File: config.mk
export PLATFORM = sky130hd
export DESIGN_NAME = alu_serial
export DESIGN_NICKNAME = d
export VERILOG_FILES = /design/src/rtl/alu_serial.sv
export SDC_FILE = /design/constraint.sdc
export NUM_CORES = 1
export LEC_CHECK = 0
export ABC_CLOCK_PERIOD_IN_PS = 3800
export BUFFER_PORTS_ARGS = -buffer_cell sky130_fd_sc_hd__clkbuf_2
export CAP_MARGIN = 0
export CORE_MARGIN = 2
export CORE_UTILIZATION = 25
export DETAILED_ROUTE_END_ITERATION = 8
export GPL_TIMING_DRIVEN = 0
export SLEW_MARGIN = 25
export SYNTH_ARGS = -nofsm -noshare
export SYNTH_HDL_FRONTEND = slang
export SYNTH_SLANG_ARGS = --single-unit
File: constraint.sdc
create_clock -name clk -period 3.8 [get_ports clk]
set_input_delay 0.19 -clock clk [delete_from_list [all_inputs] [get_ports clk]]
set_output_delay 0.19 -clock clk [all_outputs]
set_load 0.05 [all_outputs]
File: src/rtl/alu_serial.sv
// Digit-serial ALU: executes one ALUControl operation over WIDTH/DIGIT cycles
// under valid/ready handshakes on both the request and the result side.
module alu_serial #(
  parameter int WIDTH = 32,
  parameter int DIGIT = 4
) (
  input  logic             clk,
  input  logic             reset_n,
  input  logic             in_valid,
  output logic             in_ready,
  input  logic [2:0]       ALUControl,
  input  logic [WIDTH-1:0] SrcA,
  input  logic [WIDTH-1:0] SrcB,
  output logic             out_valid,
  input  logic             out_ready,
  output logic [WIDTH-1:0] Result,
  output logic             Zero
);

  localparam logic [2:0] ADD_OP  = 3'b000;
  localparam logic [2:0] SUB_OP  = 3'b001;
  localparam logic [2:0] AND_OP  = 3'b010;
  localparam logic [2:0] OR_OP   = 3'b011;
  localparam logic [2:0] SLT_OP  = 3'b101;
  localparam logic [2:0] SLTU_OP = 3'b110;
  localparam logic [2:0] NOP_OP  = 3'b111;

  localparam int N  = WIDTH / DIGIT;
  localparam int CW = (N > 1) ? $clog2(N) : 1;
  localparam logic [CW-1:0] CNT_LAST = CW'(N - 1);
  localparam logic [CW-1:0] CNT_ONE  = CW'(1);
  localparam logic [CW-1:0] CNT_ZERO = CW'(0);

  typedef enum logic [1:0] {
    IDLE = 2'b00,
    RUN  = 2'b01,
    DONE = 2'b10
  } state_t;

  state_t           state_r;
  state_t           state_s;
  logic [2:0]       op_r;
  logic [WIDTH-1:0] a_r;
  logic [WIDTH-1:0] b_r;
  logic [WIDTH-1:0] acc_r;
  logic [CW-1:0]    cnt_r;
  logic             carry_r;
  logic             a_msb_r;
  logic             b_msb_r;
  logic [WIDTH-1:0] result_r;
  logic             zero_r;
  logic             in_ready_r;
  logic             out_valid_r;

  logic             accept_s;
  logic             last_s;
  logic [DIGIT:0]   dig_s;
  logic [WIDTH-1:0] acc_full_s;
  logic [WIDTH-1:0] final_s;
  logic             lt_s;

  // One digit of the selected operation; bit DIGIT is the carry out.
  function automatic logic [DIGIT:0] digit_op(
    input logic [2:0]       op,
    input logic [DIGIT-1:0] a,
    input logic [DIGIT-1:0] b,
    input logic             cin
  );
    logic [DIGIT:0] r;
    case (op)
      ADD_OP:                  r = {1'b0, a} + {1'b0, b} + {{DIGIT{1'b0}}, cin};
      SUB_OP, SLT_OP, SLTU_OP: r = {1'b0, a} + {1'b0, ~b} + {{DIGIT{1'b0}}, cin};
      AND_OP:                  r = {1'b0, a & b};
      OR_OP:                   r = {1'b0, a | b};
      NOP_OP:                  r = {(DIGIT+1){1'b0}};
      default:                 r = {(DIGIT+1){1'b0}};
    endcase
    return r;
  endfunction

  function automatic logic uses_borrow(input logic [2:0] op);
    return (op == SUB_OP) || (op == SLT_OP) || (op == SLTU_OP);
  endfunction

  // Operands shift right each RUN cycle, so the active digit is always the low one;
  // finished digits enter the accumulator from the top.
  always_comb begin
    dig_s      = digit_op(op_r, a_r[DIGIT-1:0], b_r[DIGIT-1:0], carry_r);
    acc_full_s = {dig_s[DIGIT-1:0], acc_r[WIDTH-1:DIGIT]};
    lt_s       = (a_msb_r != b_msb_r) ? a_msb_r : dig_s[DIGIT-1];
    case (op_r)
      SLT_OP:  final_s = {{(WIDTH-1){1'b0}}, lt_s};
      SLTU_OP: final_s = {{(WIDTH-1){1'b0}}, ~dig_s[DIGIT]};
      default: final_s = acc_full_s;
    endcase
  end

  // Next-state logic.
  always_comb begin
    state_s  = state_r;
    accept_s = 1'b0;
    last_s   = 1'b0;
    case (state_r)
      IDLE: begin
        if (in_valid) begin
          state_s  = RUN;
          accept_s = 1'b1;
        end else begin
          state_s  = IDLE;
        end
      end
      RUN: begin
        if (cnt_r == CNT_LAST) begin
          state_s = DONE;
          last_s  = 1'b1;
        end else begin
          state_s = RUN;
        end
      end
      DONE: begin
        if (out_ready) begin
          state_s = IDLE;
        end else begin
          state_s = DONE;
        end
      end
      default: state_s = IDLE;
    endcase
  end

  // State register and registered handshake outputs.
  always_ff @(posedge clk or negedge reset_n) begin
    if (!reset_n) begin
      state_r     <= IDLE;
      in_ready_r  <= 1'b1;
      out_valid_r <= 1'b0;
    end else begin
      state_r     <= state_s;
      in_ready_r  <= (state_s == IDLE);
      out_valid_r <= (state_s == DONE);
    end
  end

  // Operand capture and digit-serial datapath.
  always_ff @(posedge clk or negedge reset_n) begin
    if (!reset_n) begin
      op_r    <= 3'b000;
      a_r     <= {WIDTH{1'b0}};
      b_r     <= {WIDTH{1'b0}};
      acc_r   <= {WIDTH{1'b0}};
      cnt_r   <= CNT_ZERO;
      carry_r <= 1'b0;
      a_msb_r <= 1'b0;
      b_msb_r <= 1'b0;
    end else if (accept_s) begin
      op_r    <= ALUControl;
      a_r     <= SrcA;
      b_r     <= SrcB;
      acc_r   <= {WIDTH{1'b0}};
      cnt_r   <= CNT_ZERO;
      carry_r <= uses_borrow(ALUControl);
      a_msb_r <= SrcA[WIDTH-1];
      b_msb_r <= SrcB[WIDTH-1];
    end else if (state_r == RUN) begin
      a_r     <= a_r >> DIGIT;
      b_r     <= b_r >> DIGIT;
      acc_r   <= acc_full_s;
      carry_r <= dig_s[DIGIT];
      cnt_r   <= last_s ? CNT_ZERO : (cnt_r + CNT_ONE);
    end
  end

  // Result and Zero update only when the last digit completes.
  always_ff @(posedge clk or negedge reset_n) begin
    if (!reset_n) begin
      result_r <= {WIDTH{1'b0}};
      zero_r   <= 1'b0;
    end else if (last_s) begin
      result_r <= final_s;
      zero_r   <= (final_s == {WIDTH{1'b0}});
    end
  end

  assign in_ready  = in_ready_r;
  assign out_valid = out_valid_r;
  assign Result    = result_r;
  assign Zero      = zero_r;

endmodule

==> results of run 1 <==
[layout make-up]
class                      instances  area [sq um]
clock inverter                    15           155
timing repair buffer             113           632
tap                              335           419
multi-input combinational        408          2800
clock buffer                      17           425
inverter                          14          52.6
buffer                            49           193
sequential                       138          3450
fill                            2601         17600
[what timing repair did]
action / in CTS / in global routing
endpoints found under the hold margin: 61 / 0
resized for setup: 0 / 0
buffers inserted: 0 / 0
setup endpoints to repair: 0 / 0
hold buffers: 7 / 0
[flip-flops by register name (all words and copies together) (netlist names)]
| name | flops |
|---|---|
| Result | 32 |
| a_r | 32 |
| b_r | 32 |
| acc_r | 28 |
| cnt_r | 3 |
| op_r | 3 |
| state_r | 2 |
| Zero | 1 |
| a_msb_r | 1 |
| b_msb_r | 1 |
| carry_r | 1 |
| in_ready | 1 |
| out_valid | 1 |
[path summary, 6_finish.rpt]
check,from,endpoint,slack (ns)
max in group asynchronous,reset_n,in_ready,2.71
hold reg to reg,Result[29],Result[29],0.49
hold / removal,SrcB[29],b_r[29],0.003
min in group asynchronous,reset_n,Result[7],0.29
setup / recovery,a_r[0],Zero,1.27
setup reg to reg,a_r[0],Zero,1.27
[where the power goes]
part	internal, mW	leakage, nW	switching, mW
registers	2.07	1.81	0.533
clock network	0.927	0.274	0.734
logic	1.09	1.54	1.86
total	4.09	3.63	3.13
[per-stage QoR]
step                utilization [%]  instance area, sq um
finish                         31.6                  8130
global route                   31.6                  8130
CTS                            31.6                  8130
detailed placement             29.0                  7480
global placement               28.9                  7440
floorplan                         -                  6500
[routing by layer]
| metal | up-vias | part of all wire, % | track usage (%) |
|---|---|---|---|
| met5 | - | 0 | 0 |
| met4 | 0 | 1.2 | 3.99 |
| met3 | 19 | 5.7 | 3.32 |
| met2 | 167 | 45 | 21.3 |
| met1 | 2653 | 48 | 20.3 |
| li1 | 2543 | - | - |
[layout by cell type, fill, tap and decap left out, drive strengths merged, types with 2 or more instances in the layout]
| master | netlist | routed |
|---|---|---|
| a211o | 3 | 3 |
| a21o | 2 | 2 |
| a21oi | 60 | 60 |
| a22o | 62 | 62 |
| a22oi | 56 | 56 |
| a2bb2oi | 5 | 5 |
| and2 | 2 | 2 |
| buf | 7 | 8 |
| clkbuf | 42 | 164 |
| clkinvlp | 0 | 4 |
| dfrtp | 137 | 137 |
| dlygate4sd3 | 0 | 7 |
| fa | 4 | 4 |
| ha | 13 | 13 |
| inv | 14 | 23 |
| mux2 | 4 | 4 |
| nand2 | 20 | 20 |
| nand2b | 8 | 8 |
| nand3b | 3 | 3 |
| nand4 | 4 | 4 |
| nor2 | 5 | 5 |
| nor2b | 53 | 53 |
| nor3 | 2 | 2 |
| nor4 | 6 | 6 |
| o211ai | 2 | 2 |
| o21ai | 70 | 70 |
| o21bai | 4 | 4 |
| o221ai | 3 | 3 |
| o31ai | 3 | 3 |
| xnor2 | 2 | 2 |
[worst max-delay path, cell delays in order (launching register included)]
cell,delay [ns]
dfrtp_1,0.39
inv_1,0.13
fa_1,0.48
fa_1,0.43
xnor2_1,0.25
nor2_1,0.10
o31ai_2,0.36
nand4_1,0.13
o211ai_1,0.17
[logic make-up after synthesis]
logic type      synth area share, %
compound gates                 28.2
flops                          53.2
mux                            1.19
fa+ha+maj                      3.74
buf+inv                        3.77
xor+xnor                      0.270
simple gates                   9.61
==> impl_metrics.csv, run 1 <==
group,metric,value,unit
worst_hold_path,min_path_cells,2,
sta,worst_pin_slew,0.877,ns
route,routed_via_density,4.94,
placement,hpwl,13.4,mm
logic_synthesis,synth_area_leaders,"dfrtp_1 (53%), a22o_1 (8.4%), a22oi_1 (6.5%)",
critical_path,reg2reg_depth,8,
cts,clockRootBuffer,"clkbuf_16",
placement,dp.cells,1050,
placement,io_buffers,105,
logic_synthesis,syn_avg_cell_area,10.7,sq um
logic_synthesis,yosysWarnings,0,
grt,track_usage,14.2,%
route,wl_per_cell,17.4,microns
logic_synthesis,yosysMostFrequentCell,"dfrtp_1",
sta,period_minus_slack,2.53,ns
worst_hold_path,hp-class,"input pin to register",
placement,gp_congestion,0.820,
sta,rsz0062_at_grt,"false",
sta,hold_ws,0.00269,ns
route,drt_iter0_drc,429,
grt,grt_overflow,0,
critical_path,required,4.14,ns
floorplan,dieHeight,165,microns
logic_synthesis,ys_ff_latch,138,
sta,timing.fmax,396,MHz
sta,hold_viol,0,
floorplan,die_x,165,microns
grt,grt_antenna_before_repair,0,
logic_synthesis,netlist.area_leader.share,52.8,%
placement,pre_cts_slack,1.29,ns
cts,cts.reportedPaths.clkPinSlew,0.06,ns
critical_path,critPathMaxFanout,4,
floorplan,core,25800,sq um
logic_synthesis,yosysSeqAreaShare,53.2,%
critical_path,arrival,2.87,ns
sta,relSlewSlack,41.4,%
cells_and_area,syn_to_final_growth,25.1,%
logic_synthesis,syn_nets,697,
route,post-route-drc-count,0,
cts,clock_latency,0.43,ns
floorplan,row_count,59,
floorplan,die_area,27300,sq um
logic_synthesis,ys.flop_type,"dfrtp_1",
sta,fin_crit_sh,66.5,%
critical_path,cp-start-kind,"register",
cells_and_area,final_net_count,829,
outcome,status,"completed",
cells_and_area,drive_above_1_share,19.9,%
logic_synthesis,syn-cell-area,6500,sq um
logic_synthesis,async_reset_ff_share,100,%
critical_path,cp-end-kind,"register",
sta,slew_viol_final,0,
cts,ctsLongestPathBuffers,2,
power_and_ir_drop,p_leak,3.63,nW
sta,setup_viol,0,
route,wirelength,18.9,mm
logic_synthesis,synth_top_area_cell,"dfrtp_1",
route,vias,5382,
grt,grt_max_degree,85,
critical_path,crit_type,"register to register",
power_and_ir_drop,ir_drop,0.420,mV
cts,htree_levels,4,
run,max_cap_viol_count,0,
logic_synthesis,synthTopCellsByCount,"dfrtp_1 (137), o21ai_1 (65), a22o_1 (62), a21oi_1 (60), a22oi_1 (56)",
cells_and_area,antenna_cells,0,
route,firstDrtPassIters,5,
sta,fin_skew,0.00911,ns
cts,cts_tree,"done",
cells_and_area,final_cells,1089,
floorplan,initial_core_util,25.2,%
power_and_ir_drop,cellPowerDensity,888,nW/um^2
power_and_ir_drop,power.total,7.22,mW
cts,cts_buffers,17,
logic_synthesis,syn_inst,609,
sta,tns,0,ns
sta,worst_slack,1.27,ns
grt,grt_pass1_wl,29.6,mm
floorplan,io-pin-count,106,
grt,grt_pass1_vias,5274,
logic_synthesis,synth_cell_type_count,45,
logic_synthesis,synth_edf_count,0,
cts,cts.sink_count,138,
route,ant_nets,0,
No activity file was read; power rests on OpenSTA's default activity.
==> run 2, diff against run 1 <==
ABC_CLOCK_PERIOD_IN_PS = 2600   (was 3800)
clock period = 2.6 ns   (was 3.8 ns; I/O delays follow)
==> impl_metrics.csv, run 2 (synthesized netlist as in run 1, its figures left out) <==
group,metric,value,unit
sta,timing.fmax,399,MHz
cts,htree_levels,4,
placement,place_area,7480,sq um
route,drt_iter0_drc,429,
floorplan,die_x,165,microns
sta,hold_ws,-0.00137,ns
cells_and_area,syn_to_final_growth,30.5,%
grt,grt_max_degree,85,
grt,grt_overflow,0,
cts,cts.reportedPaths.clkPinSlew,0.07,ns
sta,period_minus_slack,2.50,ns
cells_and_area,drive_above_1_share,19.0,%
floorplan,die_area,27300,sq um
placement,gp_congestion,0.820,
placement,hpwl,13.4,mm
power_and_ir_drop,cellPowerDensity,1250,nW/um^2
cts,cts_buffers,17,
cts,ctsLongestPathBuffers,2,
sta,relSlewSlack,39.0,%
floorplan,dieHeight,165,microns
worst_hold_path,hp-class,"input pin to register",
cts,cts_tree,"done",
cells_and_area,final_net_count,863,
power_and_ir_drop,p_leak,3.77,nW
critical_path,cp-start-kind,"register",
sta,setup_viol,0,
sta,slew_viol_final,0,
grt,track_usage,14.3,%
placement,io_buffers,105,
route,post-route-drc-count,0,
power_and_ir_drop,ir_drop,0.616,mV
run,max_cap_viol_count,0,
route,ant_nets,0,
cells_and_area,final_cells,1123,
grt,grt_antenna_before_repair,0,
sta,hold_viol,3,
floorplan,initial_core_util,25.2,%
critical_path,crit_type,"register to register",
critical_path,required,2.94,ns
outcome,status,"finished, violations left",
cells_and_area,fill_cells,2592,
critical_path,critPathMaxFanout,4,
critical_path,arrival,2.84,ns
sta,fin_crit_sh,96.3,%
cells_and_area,mostFrequentLayoutCells,"dfrtp_1 (137), clkbuf_2 (104), o21ai_1 (65), a22o_1 (62), a21oi_1 (60)",
route,routed_via_density,4.91,
sta,worst_pin_slew,0.913,ns
floorplan,core,25800,sq um
route,wl_per_cell,17.0,microns
cts,clockRootBuffer,"clkbuf_16",
cts,clock_latency,0.42,ns
grt,grt_pass1_vias,5418,
grt,grt_pass1_wl,30.1,mm
power_and_ir_drop,power.total,10.6,mW
cells_and_area,final_common_cell,"dfrtp_1",
cells_and_area,antenna_cells,0,
floorplan,io-pin-count,106,
placement,dp.cells,1050,
sta,rsz0062_at_grt,"false",
sta,tns,0,ns
route,vias,5514,
cts,post_cts_buffers,0,
route,wirelength,19.1,mm
floorplan,row_count,59,
sta,fin_skew,0.00770,ns
critical_path,cp-end-kind,"register",
cts,cts.sink_count,138,
route,firstDrtPassIters,5,
outcome,violations,"hold timing",
cells_and_area,design_area,8480,sq um
[run 2: worst max-delay path, stage by stage, from the launching register on]
cell and delay [ns]:
dfrtp_1 0.39, inv_1 0.13, fa_1 0.48, fa_1 0.43
o21bai_1 0.28, a211o_1 0.20, nand4_1 0.12, a211o_1 0.30
o211ai_1 0.09
[run 2: layout make-up]
| type | instances | area [sq um] | share of cell area, % |
|---|---|---|---|
| Inverter | 14 | 52.6 | 0.620 |
| Clock inverter | 15 | 155 | 1.83 |
| Tap cell | 335 | 419 | 4.94 |
| Multi-Input combinational cell | 408 | 2810 | 33.1 |
| Clock buffer | 17 | 425 | 5.02 |
| Timing Repair Buffer | 147 | 972 | 11.5 |
| Buffer | 49 | 193 | 2.27 |
| Sequential cell | 138 | 3450 | 40.7 |
[run 2: timing repair]
item	4_1_cts	5_1_grt
resized for setup	0	1
hold endpoints to repair	96	0
setup endpoints to repair	0	1
hold buffers	41	0
[run 2: stage by stage]
stage / hold WS [ns] / worst slack (ns) / utilization, %
6_report: -0.00137 / 0.0964 / 32.9
2_1_floorplan: -0.166 / 0.361 / -
3_5_place_dp: 0.132 / 0.0946 / 29.0
3_3_place_gp: 0.353 / -1.06 / 28.9
5_1_grt: 0.00307 / 0.00882 / 32.9
4_1_cts: 0.00274 / 0.0845 / 32.9
[run 2: power by group]
part,leakage (nW),switching [mW],internal (mW)
clock,0.274,1.08,1.36
combinational,1.68,2.74,1.64
sequential,1.81,0.780,3.03
[run 2: metal layers]
layer  vias to the layer above  GRT usage [%]  wire, microns
li1                       2605              -              -
met1                      2713           20.3           9100
met2                       179           21.9           8660
met3                        17           3.17           1130
met4                         0           3.99            217
met5                         -              0              0
[run 2: path summary, 6_finish.rpt]
path	startpoint	to	slack, ns	cells past startpoint
setup / recovery	a_r[0]	Zero	0.1	8
hold / removal	SrcB[14]	b_r[14]	-0.001	3
setup reg to reg	a_r[0]	Zero	0.1	8
hold reg to reg	Result[29]	Result[29]	0.50	2
max in group asynchronous	reset_n	in_ready	1.55	3
min in group asynchronous	reset_n	Result[7]	0.24	2
==> run 3, diff against run 2 <==
ABC_AREA = 1   (was unset)
RECOVER_POWER = 50   (was unset)
==> impl_metrics.csv, run 3 <==
group,metric,value,unit
logic_synthesis,synth_top_area_cell,"dfrtp_1",
sta,timing.fmax,433,MHz
logic_synthesis,yosysWarnings,0,
route,wl_per_cell,15.0,microns
critical_path,required,2.95,ns
critical_path,critPathMaxFanout,4,
critical_path,cp-start-kind,"register",
critical_path,reg2reg_depth,12,
cts,cts_buffers,17,
placement,hpwl,12.5,mm
route,routed_via_density,4.54,
outcome,status,"completed",
cells_and_area,multiInputGateArea,2170,sq um
logic_synthesis,syn_avg_cell_area,9.43,sq um
critical_path,crit_buf_inv,1,
logic_synthesis,synth_compound_area_share,18.8,%
logic_synthesis,synth_xor_xnor_area_share,0,%
sta,fin_skew,0.00734,ns
sta,setup_viol,0,
placement,gp_congestion,0.809,
logic_synthesis,async_reset_ff_share,100,%
worst_hold_path,min_to,"op_r[0]",
critical_path,r2r-start,"a_r[0]",
cts,post_cts_buffers,0,
power_and_ir_drop,ir_drop,0.616,mV
floorplan,row_count,57,
logic_synthesis,syn_nets,751,
cells_and_area,final_common_cell,"nand2_1",
logic_synthesis,synthTopCellsByCount,"nand2_1 (149), dfrtp_1 (137), inv_1 (118), o221ai_1 (56), o21ai_0 (34)",
sta,worst_pin_slew,1.40,ns
floorplan,die_x,162,microns
floorplan,io-pin-count,106,
logic_synthesis,synth_mux_area_share,0,%
logic_synthesis,ys.flop_type,"dfrtp_1",
logic_synthesis,netlist.area_leader.share,54.8,%
route,ant_nets,0,
floorplan,die_area,26300,sq um
route,firstDrtPassIters,5,
critical_path,arrival,2.66,ns
cts,cts.sink_count,138,
route,vias,5407,
cells_and_area,drive_above_1_share,16.9,%
logic_synthesis,synth_cell_type_count,31,
critical_path,max_stage_delay,0.47,ns
cts,htree_levels,4,
logic_synthesis,yosysMostFrequentCell,"nand2_1",
sta,rsz0062_at_grt,"false",
grt,grt_antenna_before_repair,0,
cells_and_area,final_net_count,944,
logic_synthesis,yosys.area_share.simple,11.9,%
power_and_ir_drop,p_leak,3.98,nW
cts,ctsLongestPathBuffers,2,
worst_hold_path,hp-start,"ALUControl[0]",
grt,grt_overflow,0,
critical_path,crit_type,"register to register",
worst_hold_path,min_path_cells,3,
cells_and_area,antenna_cells,0,
cells_and_area,mostFrequentLayoutCells,"nand2_1 (149), dfrtp_1 (137), inv_1 (118), clkbuf_2 (89), dlygate4sd3_1 (68)",
sta,relSlewSlack,6.43,%
logic_synthesis,synth_top_family_by_area,"compound AO/OA/AOI/OAI gates",
cts,clockRootBuffer,"clkbuf_16",
grt,track_usage,14.0,%
power_and_ir_drop,cellPowerDensity,1260,nW/um^2
worst_hold_path,hp-class,"input pin to register",
cells_and_area,register_area,3450,sq um
sta,period_minus_slack,2.31,ns
logic_synthesis,syn-cell-area,6250,sq um
critical_path,cpMostUsedCell,"nand2_1",
critical_path,slowest_stage,"fa_1",
run,max_cap_viol_count,0,
placement,place_area,7220,sq um
sta,fin_crit_sh,88.9,%
sta,hold_viol,0,
cts,clock_latency,0.42,ns
sta,slew_viol_final,0,
cts,cts_tree,"done",
cells_and_area,design_area,8430,sq um
floorplan,initial_core_util,25.6,%
cells_and_area,final_util,34.5,%
critical_path,timing.rr.end,"Zero",
grt,grt_max_degree,86,
floorplan,dieHeight,162,microns
logic_synthesis,synth_edf_count,0,
critical_path,rrSetupSlack,0.29,ns
grt,grt_pass1_wl,28.4,mm
critical_path,crit_family,"adder cells",
cells_and_area,syn_to_final_growth,34.9,%
logic_synthesis,yosys.area_share.adder,3.88,%
logic_synthesis,synth_area_leaders,"dfrtp_1 (55%), nand2_1 (8.9%), o221ai_1 (7.8%)",
route,drt_iter0_drc,333,
logic_synthesis,syn_inst,663,
logic_synthesis,ys_ff_latch,138,
critical_path,crit_chain,"inv_1, fa_1, fa_1, nor2_2, nor2_1, nand2_1, nand2_1, o21ai_2, nand2_1, nor2_1, nand3_1, o21bai_2",
cells_and_area,fill_cells,2517,
grt,grt_pass1_vias,5398,
placement,io_buffers,105,
route,wirelength,17.9,mm
floorplan,core,24500,sq um
logic_synthesis,yosysSeqAreaShare,55.2,%
route,post-route-drc-count,0,
cts,cts.reportedPaths.clkPinSlew,0.06,ns
critical_path,cp-end-kind,"register",
run 3: routing by layer:
layer	GRT usage, %	part of all wire, %	wire (microns)
met4	3.94	1.2	216
met5	0	0	0
met1	19.6	48	8550
met3	2.99	5.0	901
met2	21.9	46	8260
run 3: kinds of logic (layout without fill, tap and decap cells):
| group | after synthesis | count (layout) |
|---|---|---|
| and+or+nand+nor | 186 | 186 |
| buffers and inverters | 158 | 363 |
| DFF | 138 | 138 |
| adders and majority gates | 17 | 17 |
| AOI/OAI and AO/OA | 164 | 164 |
run 3: area by class of cell:
cell class                 count  area share (%)
timing repair buffer         174            14.2
inverter                     120            5.34
multi-input combinational    367            25.8
clock inverter                 5           0.386
clock buffer                  26            6.39
buffer                        38            2.15
sequential                   138            41.0
tap                          324            4.81
run 3: power by group:
group	switching, mW	total (mW)	internal (mW)
clock	0.898	2.31	1.41
combinational	3.34	4.86	1.52
sequential	0.433	3.49	3.06
total	4.67	10.7	5.99
run 3: metrics by stage:
step | hold WS [ns] | instances | setup TNS (ns) | total power [mW] | setup WS [ns]
final | 0.0583 | 1192 | 0 | 10.7 | 0.289
after global routing | 0.103 | 1192 | 0 | 11.5 | 0.0327
after detailed placement | 0.123 | 1093 | 0 | 8.31 | 0.141
after CTS | 0.0343 | 1192 | 0 | 10.7 | 0.134
after floorplan | -0.166 | 663 | 0 | 6.94 | 0.490
after global placement | 0.341 | 1092 | -126.90 | 8.20 | -0.940
run 3: worst max path at each step:
stage                  from  endpoint  slack (ns)  cells after the start
floorplan            a_r[0]      Zero        0.49                     12
global placement    reset_n   b_r[17]       -0.94                      1
detailed placement   a_r[0]      Zero        0.14                     12
CTS                  a_r[0]      Zero        0.13                     12
global route         a_r[0]      Zero        0.03                     12
finish               a_r[0]      Zero        0.29                     12
run 3: tightest hold or removal path, delay by kind of cell:
| kind | cells | cell delay (ns) |
|---|---|---|
| buf+inv | 2 | 0.21 |
| compound gates | 1 | 0.09 |
run 3: repair_timing:
action,in CTS,in global routing
endpoints found under the setup margin,0,1
endpoints found under the hold margin,122,0
resized for setup,0,3
hold buffers,68,0
